--- src/rtl/coin_bank_arbiter.sv ---
// Coin ledger for the tower-defense game: serialises kill/sell credits
// into one balance and arbitrates tower builds round-robin against it.
module coin_bank_arbiter #(
    parameter int MONS        = 16,
    parameter int TOWERS      = 8,
    parameter int COIN_W      = 16,
    parameter int INIT_COINS  = 100,
    parameter int KILL_REWARD = 10,
    parameter int SELL_REFUND = 20,
    parameter int BUILD_COST  = 30
) (
    input  logic              Clk,
    input  logic              Reset,
    input  logic [MONS-1:0]   kill_pulse,
    input  logic [TOWERS-1:0] sell_pulse,
    input  logic [TOWERS-1:0] build_req,
    output logic [TOWERS-1:0] build_grant,
    output logic [TOWERS-1:0] build_deny,
    output logic [COIN_W-1:0] coins,
    output logic              busy,
    output logic              ev_drop
);

    localparam int PW = $clog2(TOWERS);
    localparam int SW = COIN_W + 2;
    localparam logic [SW-1:0] MAXC = {2'b00, {COIN_W{1'b1}}};

    typedef enum logic [1:0] {
        IDLE,
        DECIDE,
        WAIT_DROP
    } state_t;

    state_t            state;
    logic [MONS-1:0]   kill_pend;
    logic [MONS-1:0]   kill_srv;
    logic [MONS-1:0]   kill_next;
    logic [TOWERS-1:0] sell_pend;
    logic [TOWERS-1:0] sell_srv;
    logic [TOWERS-1:0] sell_next;
    logic [SW-1:0]     credit;
    logic [SW-1:0]     debit;
    logic [SW-1:0]     sum;
    logic [PW-1:0]     sel;
    logic [PW-1:0]     rr_ptr;
    logic [PW-1:0]     rr_next;
    logic [PW-1:0]     pick;
    logic [PW-1:0]     idx;
    logic              drop_now;
    logic              do_grant;
    logic              sat;

    // Lowest set bit wins; sells outrank kills.
    assign sell_srv  = sell_pend & (~sell_pend + TOWERS'(1));
    assign kill_srv  = (|sell_pend) ? '0
                     : kill_pend & (~kill_pend + MONS'(1));
    assign sell_next = (sell_pend & ~sell_srv) | sell_pulse;
    assign kill_next = (kill_pend & ~kill_srv) | kill_pulse;

    assign drop_now = (|(sell_pulse & sell_pend & ~sell_srv))
                   || (|(kill_pulse & kill_pend & ~kill_srv));

    always_comb begin
        credit = '0;
        if (|sell_pend)
            credit = SW'(SELL_REFUND);
        else if (|kill_pend)
            credit = SW'(KILL_REWARD);
    end

    // Grant looks at the pre-update balance only.
    assign do_grant = (state == DECIDE) && build_req[sel]
                   && ({2'b00, coins} >= SW'(BUILD_COST));
    assign debit = do_grant ? SW'(BUILD_COST) : '0;
    assign sum   = {2'b00, coins} + credit - debit;
    assign sat   = sum > MAXC;
    assign busy  = (|kill_pend) | (|sell_pend);

    assign rr_next = (sel == PW'(TOWERS - 1)) ? '0 : sel + PW'(1);

    always_comb begin
        pick = '0;
        idx  = '0;
        for (int i = TOWERS - 1; i >= 0; i--) begin
            idx = PW'((int'(rr_ptr) + i) % TOWERS);
            if (build_req[idx])
                pick = idx;
        end
    end

    always_ff @(posedge Clk) begin
        if (!Reset) begin
            state       <= IDLE;
            kill_pend   <= '0;
            sell_pend   <= '0;
            coins       <= COIN_W'(INIT_COINS);
            sel         <= '0;
            rr_ptr      <= '0;
            build_grant <= '0;
            build_deny  <= '0;
            ev_drop     <= 1'b0;
        end else begin
            kill_pend   <= kill_next;
            sell_pend   <= sell_next;
            coins       <= sat ? MAXC[COIN_W-1:0] : sum[COIN_W-1:0];
            build_grant <= '0;
            build_deny  <= '0;
            if (drop_now || sat)
                ev_drop <= 1'b1;
            unique case (state)
                IDLE: begin
                    if ((|build_req) && !busy) begin
                        sel   <= pick;
                        state <= DECIDE;
                    end
                end
                DECIDE: begin
                    if (!build_req[sel]) begin
                        state <= IDLE;
                    end else begin
                        if (do_grant)
                            build_grant[sel] <= 1'b1;
                        else
                            build_deny[sel] <= 1'b1;
                        state <= WAIT_DROP;
                    end
                end
                WAIT_DROP: begin
                    if (!build_req[sel]) begin
                        rr_ptr <= rr_next;
                        state  <= IDLE;
                    end
                end
                default: state <= IDLE;
            endcase
        end
    end

endmodule

--- config.mk ---
export PLATFORM = sky130hd
export DESIGN_NAME = coin_bank_arbiter
export DESIGN_NICKNAME = d
export VERILOG_FILES = /design/src/rtl/coin_bank_arbiter.sv
export SDC_FILE = /design/constraint.sdc
export NUM_CORES = 1
export LEC_CHECK = 0
export BUFFER_PORTS_ARGS = -buffer_cell sky130_fd_sc_hd__buf_4
export CAP_MARGIN = 15
export CORE_MARGIN = 2
export CORE_UTILIZATION = 30
export CTS_BUF_LIST = sky130_fd_sc_hd__clkbuf_16
export CTS_CLUSTER_DIAMETER = 50
export DETAILED_ROUTE_END_ITERATION = 10
export PLACE_DENSITY = 0.6
export SLEW_MARGIN = 20
export SYNTH_ARGS = -nofsm -noshare
export SYNTH_HDL_FRONTEND = slang
export SYNTH_SLANG_ARGS = --single-unit
--- constraint.sdc ---
create_clock -name Clk -period 8.8 [get_ports Clk]
set_input_delay 1.76 -clock Clk [delete_from_list [all_inputs] [get_ports Clk]]
set_output_delay 1.76 -clock Clk [all_outputs]
set_load 0.005 [all_outputs]
==> metrics.csv, run 1 <==
stage;metric;value;unit
floorplan;die_h;125;microns
cts;htree_levels;3;
cts;cts_hold_buf;0;
floorplan;initial_core_util;30.5;%
logic_synthesis;synth_top_family_by_area;compound AO/OA/AOI/OAI gates;
power;vdd_drop_max;0.0982;mV
routing;first_pass_iters;5;
setup_path;r2r-start;sel[0]$_SDFFE_PN0P_;
routing;drt-wirelength-per-cell;15.6;microns
routing;drtAntennaViolNets;0;
cts;tritoncts;done;
setup_path;rrSetupSlack;4.01;ns
floorplan;ios;68;
setup_path;cp_cell_sequence;buf_4, inv_1, o311ai_0, o21ai_0, o211ai_1, nand3_1, fa_1, ha_1, nor2b_1, o31ai_1, a211o_1, nand4b_2, o311a_1, o311ai_4, a41oi_1;
cts;cts_root_buf;clkbuf_16;
grt;grt_max_degree;30;
setup_path;critPathLaunchType;primary input;
routing;drtIter0Drc;343;
outcome;outcome;complete, no violations;
cts;clkTransAtPathRegs;0.06;ns
setup_path;critical_path_class;primary input to flip-flop;
timing;setup_slack;3.15;ns
setup_path;rr_worst_depth;16;
timing;grt_setup_unrepaired;false;
routing;vias;4084;
power;p_per_area;294;nW/um^2
finish;fillers;1495;
placement;place_ws;2.87;ns
cts;cts_setup_buffers;0;
timing;setup_tns;0;ns
placement;port_buffers;67;
floorplan;core_area;14500;sq um
hold_path;hp-class;flip-flop to flip-flop;
logic_synthesis;syn-instance-count;506;
grt;antenna_found_initial;0;
logic_synthesis;synthArstFlopShare;0;%
logic_synthesis;yosys_warnings;0;
placement;gp_congestion;0.885;
logic_synthesis;synth_seq_cells;65;
power;p_leak;2.26;nW
logic_synthesis;synth_fp_nets;571;
floorplan;die_w;125;microns
finish;area_delta_synth_final;21.9;%
logic_synthesis;synth_fa_ha_area_share;9.63;%
cts;cts.path.max_buffers;2;
finish;layout.nets;632;
logic_synthesis;synth_edf_count;0;
setup_path;path_max_fanout;17;
finish;layout_commonest_cell;buf_4;
setup_path;endpoint;coins[15]$_SDFF_PN0_;
setup_path;startpoint;build_req[2];
timing;max_freq;177;MHz
timing;maxSlewViolCount;0;
timing;hold_viol_final;0;
grt;grt_pass1_wl;20300;microns
timing;worst_pin_slew;0.820;ns
grt;gr-usage-all-layers;15.7;%
floorplan;rows;44;
finish;multiInputGateArea;2820;sq um
finish;most-common-layout-cells;buf_4, dfxtp_1, nor2_1;
timing;min_period;5.65;ns
timing;maxSlewHeadroom;45.2;%
finish;ff_latch_area;1300;sq um
placement;dp.final_hpwl;8770;microns
logic_synthesis;synth_xor_area_share;2.38;%
floorplan;die-area;15700;sq um
routing;vias_per_cell;5.40;
setup_path;slowest_stage;o311ai_4;
timing;setup_viol;0;
setup_path;arrival;5.84;ns
finish;antenna_cells;0;
logic_synthesis;yosysSeqAreaShare;29.5;%
logic_synthesis;yosys.area_share.simple;20.2;%
finish;drive_gt1_share;20.8;%
routing;drc;0;
cts;numCtsBuffers;9;
routing;finalWirelength;11800;microns
timing;fin_worst_skew;0.00608;ns
logic_synthesis;synth_compound_area_share;23.7;%
job;cap_violations;0;
timing;finalCritPeriodShare;64.2;%
setup_path;required;8.99;ns
setup_path;end_kind;flip-flop;
logic_synthesis;synth_area;4420;sq um
grt;overflow;0;
logic_synthesis;avgSynthCellArea;8.73;sq um
logic_synthesis;dominantRegCellSynth;dfxtp_1;
logic_synthesis;synth.distinct_cells;79;
setup_path;cpPeakStageDelay;0.69;ns
setup_path;r2r_end;coins[15]$_SDFF_PN0_;
grt;grt_pass1_vias;4126;
logic_synthesis;synthMuxAreaShare;8.02;%
cts;clock_latency;0.34;ns
cts;cts.sink_count;65;
cts;cts_resized;0;
## worst min-delay path by stage
stage / startpoint / to / slack [ns] / depth (start not counted)
after global placement: coins[0]$_SDFFE_PN0N_ / coins[0]$_SDFFE_PN0N_ / 0.45 / 2
final: coins[0]$_SDFFE_PN0N_ / coins[0]$_SDFFE_PN0N_ / 0.48 / 2
after global routing: kill_pend[15]$_SDFF_PN0_ / kill_pend[15]$_SDFF_PN0_ / 0.51 / 2
after CTS: coins[0]$_SDFFE_PN0N_ / coins[0]$_SDFFE_PN0N_ / 0.48 / 2
after detailed placement: coins[0]$_SDFFE_PN0N_ / coins[0]$_SDFFE_PN0N_ / 0.47 / 2
after floorplan: coins[0]$_SDFFE_PN0N_ / coins[0]$_SDFFE_PN0N_ / 0.44 / 2
## Yosys cell counts, types with 8 or more instances
cell type  instances  area, sq um
a21oi_1           29          145
a31oi_1           20          125
clkbuf_1          10         37.5
dfxtp_1           65         1300
ha_1              26          325
inv_1             45          169
mux2i_1            8         80.1
nand2_1           26         97.6
nand3_1           11         55.1
nor2_1            52          195
nor2b_1            9         56.3
nor3_1            12         60.1
nor4_1            11         68.8
o21a_1             9         67.6
o21ai_0           26          130
xor2_1             8         70.1
## where the power goes
group / leakage (nW) / switching, mW / total (mW) / internal (mW)
combinational: 1.56 / 0.434 / 0.779 / 0.345
sequential: 0.537 / 0.0478 / 0.387 / 0.340
clock: 0.163 / 0.139 / 0.416 / 0.276
total: 2.26 / 0.621 / 1.58 / 0.961
## logic make-up (layout without fill, tap and decap cells)
logic type | after synthesis | after routing
mux | 22 | 22
simple gates | 166 | 166
buf+inv | 64 | 130
flops | 65 | 65
compound gates | 146 | 146
xor+xnor | 12 | 12
fa+ha+maj | 31 | 31
## state kept, by name (all words and copies together) (netlist names)
| signal | flops |
|---|---|
| ev_drop | 1 |
| coins | 16 |
| build_grant | 8 |
| state | 2 |
| sell_pend | 8 |
| rr_ptr | 3 |
| sel | 3 |
| kill_pend | 16 |
| build_deny | 8 |
## per-stage QoR
stage | instances | cell area, sq um | power [mW] | hold WS (ns) | utilization [%]
floorplan | 506 | 4420 | 0.961 | 0.441 | -
global placement | 740 | 5040 | 1.15 | 0.455 | 34.8
detailed placement | 740 | 5040 | 1.16 | 0.469 | 34.8
CTS | 756 | 5380 | 1.59 | 0.481 | 37.2
global route | 756 | 5380 | 1.71 | 0.511 | 37.2
finish | 756 | 5380 | 1.58 | 0.478 | 37.2
## per-layer routing
layer / vias to the layer above / track usage (%) / wire (microns)
met5: - / 0 / 0
met4: 0 / 5.16 / 211
met3: 17 / 3.89 / 547
met2: 113 / 25.7 / 5620
met1: 1940 / 20.4 / 5440
li1: 2014 / - / -
## worst max-delay path: cells and delay by family
kind / cells / cell delay, ns
buffers and inverters: 2 / 0.16
and+or+nand+nor: 3 / 0.59
AOI/OAI and AO/OA: 8 / 2.48
adders and majority gates: 2 / 0.84
## cell type report
cell class	instances	share of cell area (%)
inverters	45	3.14
well taps	184	4.28
multi-input cells	377	52.4
flip-flops and latches	65	24.2
clock buffers	9	4.18
clock inverters	7	2.18
repair buffers	69	9.62
(Power assumes the default switching activity.)
==> inputs of run 2 (changes only) <==
==> constraint.sdc (replaced) <==
create_clock -name Clk -period 5.9 [get_ports Clk]
set_input_delay 1.18 -clock Clk [delete_from_list [all_inputs] [get_ports Clk]]
set_output_delay 1.18 -clock Clk [all_outputs]
set_load 0.005 [all_outputs]
==> run 2 against run 1 <==
Against the previous run: sequential cell count unchanged; highest routed layer unchanged; first-iteration DRC count fell by 26%; largest cell class unchanged; final area is 1.1% lower; clock skew is 0.0028 ns higher; sequential power rose by 50%; global-route usage shrank 0.66 points; wire length fell by 1.3%; hold slack improved by 0.011 ns; combinational power increased by 49%; cell count unchanged.
==> metrics.csv, run 2 (same netlist as run 1, synthesis figures left out) <==
stage;metric;value;unit
grt;antenna_found_initial;0;
timing;grt_setup_unrepaired;false;
job;cap_violations;0;
cts;htree_levels;3;
timing;setup_tns;0;ns
floorplan;initial_core_util;30.5;%
setup_path;critPathLaunchType;primary input;
floorplan;core_area;14500;sq um
setup_path;path_delay_family;compound AO/OA/AOI/OAI gates;
timing;whs;0.489;ns
cts;cts.sink_count;65;
setup_path;path_buf_inv;3;
finish;drive_gt1_share;20.6;%
finish;ff_latch_area;1300;sq um
cts;cts_resized;0;
finish;stdcell_count;756;
finish;multiInputGateArea;2820;sq um
placement;port_buffers;67;
timing;maxSlewViolCount;0;
grt;grt_pass1_vias;3963;
floorplan;ios;68;
cts;cts.path.max_buffers;2;
setup_path;end_kind;flip-flop;
setup_path;cpPeakStageDelay;0.55;ns
timing;setup_viol;0;
finish;area_delta_synth_final;20.6;%
setup_path;arrival;5.15;ns
routing;vias;4008;
timing;max_freq;202;MHz
timing;fin_worst_skew;0.00888;ns
placement;placed_cells;741;
hold_path;min_from;coins[0]$_SDFFE_PN0N_;
setup_path;required;6.10;ns
setup_path;path_max_fanout;10;
finish;layout.nets;633;
hold_path;hp-class;flip-flop to flip-flop;
grt;grt_pass1_wl;19400;microns
finish;antenna_cells;0;
timing;hold_viol_final;0;
outcome;outcome;complete, no violations;
routing;finalWirelength;11700;microns
power;vdd_drop_max;0.171;mV
power;p_per_area;422;nW/um^2
setup_path;startpoint;build_req[2];
floorplan;die_h;125;microns
power;p_leak;2.25;nW
timing;maxSlewHeadroom;54.2;%
routing;drtAntennaViolNets;0;
cts;clkTransAtPathRegs;0.06;ns
routing;first_pass_iters;5;
finish;layout_commonest_cell;buf_4;
setup_path;path_common_cell;buf_4;
finish;fillers;1516;
cts;cts_root_buf;clkbuf_16;
timing;worst_pin_slew;0.685;ns
grt;gr-usage-all-layers;15.1;%
setup_path;r2r-start;sel[1]$_SDFFE_PN0P_;
power;finalPower;2.25;mW
cts;tritoncts;done;
floorplan;die-area;15700;sq um
cts;clock_latency;0.33;ns
routing;drtIter0Drc;254;
placement;dp.final_hpwl;8710;microns
floorplan;die_w;125;microns
routing;vias_per_cell;5.30;
finish;most-common-layout-cells;buf_4, dfxtp_1, nor2_1;
grt;overflow;0;
cts;cts_setup_buffers;0;
grt;grt_max_degree;30;
routing;drc;0;
setup_path;cp_cell_sequence;buf_4, inv_1, o311ai_0, o21ai_0, o211ai_1, nand3_1, fa_1, ha_1, nor2b_1, o31ai_1, a211o_1, nand4b_2, o311a_1, o311ai_4, buf_4, a41oi_1;
finish;top_regs;coins x16, kill_pend x16;
cts;cts_hold_buf;0;
setup_path;slowest_stage;fa_1;
setup_path;critical_path_class;primary input to flip-flop;
floorplan;rows;44;
timing;finalCritPeriodShare;83.8;%
timing;min_period;4.95;ns
routing;drt-wirelength-per-cell;15.4;microns
placement;gp_congestion;0.850;
cts;numCtsBuffers;9;
[run 2: changes by cell type in the layout (fill, tap and decap cells not counted)]
| cell | change |
|---|---|
| buf_4 | +1 |
| clkinv_2 | +3 |
| bufinv_16 | -2 |
| clkinvlp_4 | -2 |
| inv_1 | +1 |
| inv_6 | -1 |
[run 2: path summary, 6_finish.rpt]
kind	end	slack (ns)	cells after the start
min reg2reg	coins[0]$_SDFFE_PN0N_	0.49	2
min	coins[0]$_SDFFE_PN0N_	0.49	2
max reg2reg	coins[15]$_SDFF_PN0_	1.26	15
max	coins[15]$_SDFF_PN0_	0.95	16
[run 2: area by class of cell]
type,instances,share of cell area [%]
multi-input combinational,377,53.0
sequential,65,24.4
timing repair buffer,70,9.87
tap,184,4.32
clock buffer,9,4.23
inverter,45,3.17
clock inverter,6,0.987
[run 2: tightest hold or removal path, delay by kind of cell, from the launching register on]
family / cells / cell delay [ns]
flops: 1 / 0.32
buf+inv: 1 / 0.05
compound gates: 1 / 0.06
[run 2: metrics by stage]
step,cell area (sq um),util (%),setup WS [ns]
6_report,5330,36.8,0.954
3_3_place_gp,5050,34.9,0.794
3_5_place_dp,5050,34.9,0.653
5_1_grt,5330,36.8,0.648
2_1_floorplan,4420,-,1.27
4_1_cts,5330,36.8,0.963
[run 2: per-layer routing]
metal  global-route usage, %  wire, microns
met5                       0              0
met4                    4.05            128
met3                    3.68            529
met2                    25.4           5500
met1                    19.3           5500
[run 2: report_power, final]
group	internal [mW]	switching, mW
sequential	0.507	0.0721
clock	0.319	0.188
combinational	0.526	0.636
total	1.35	0.896
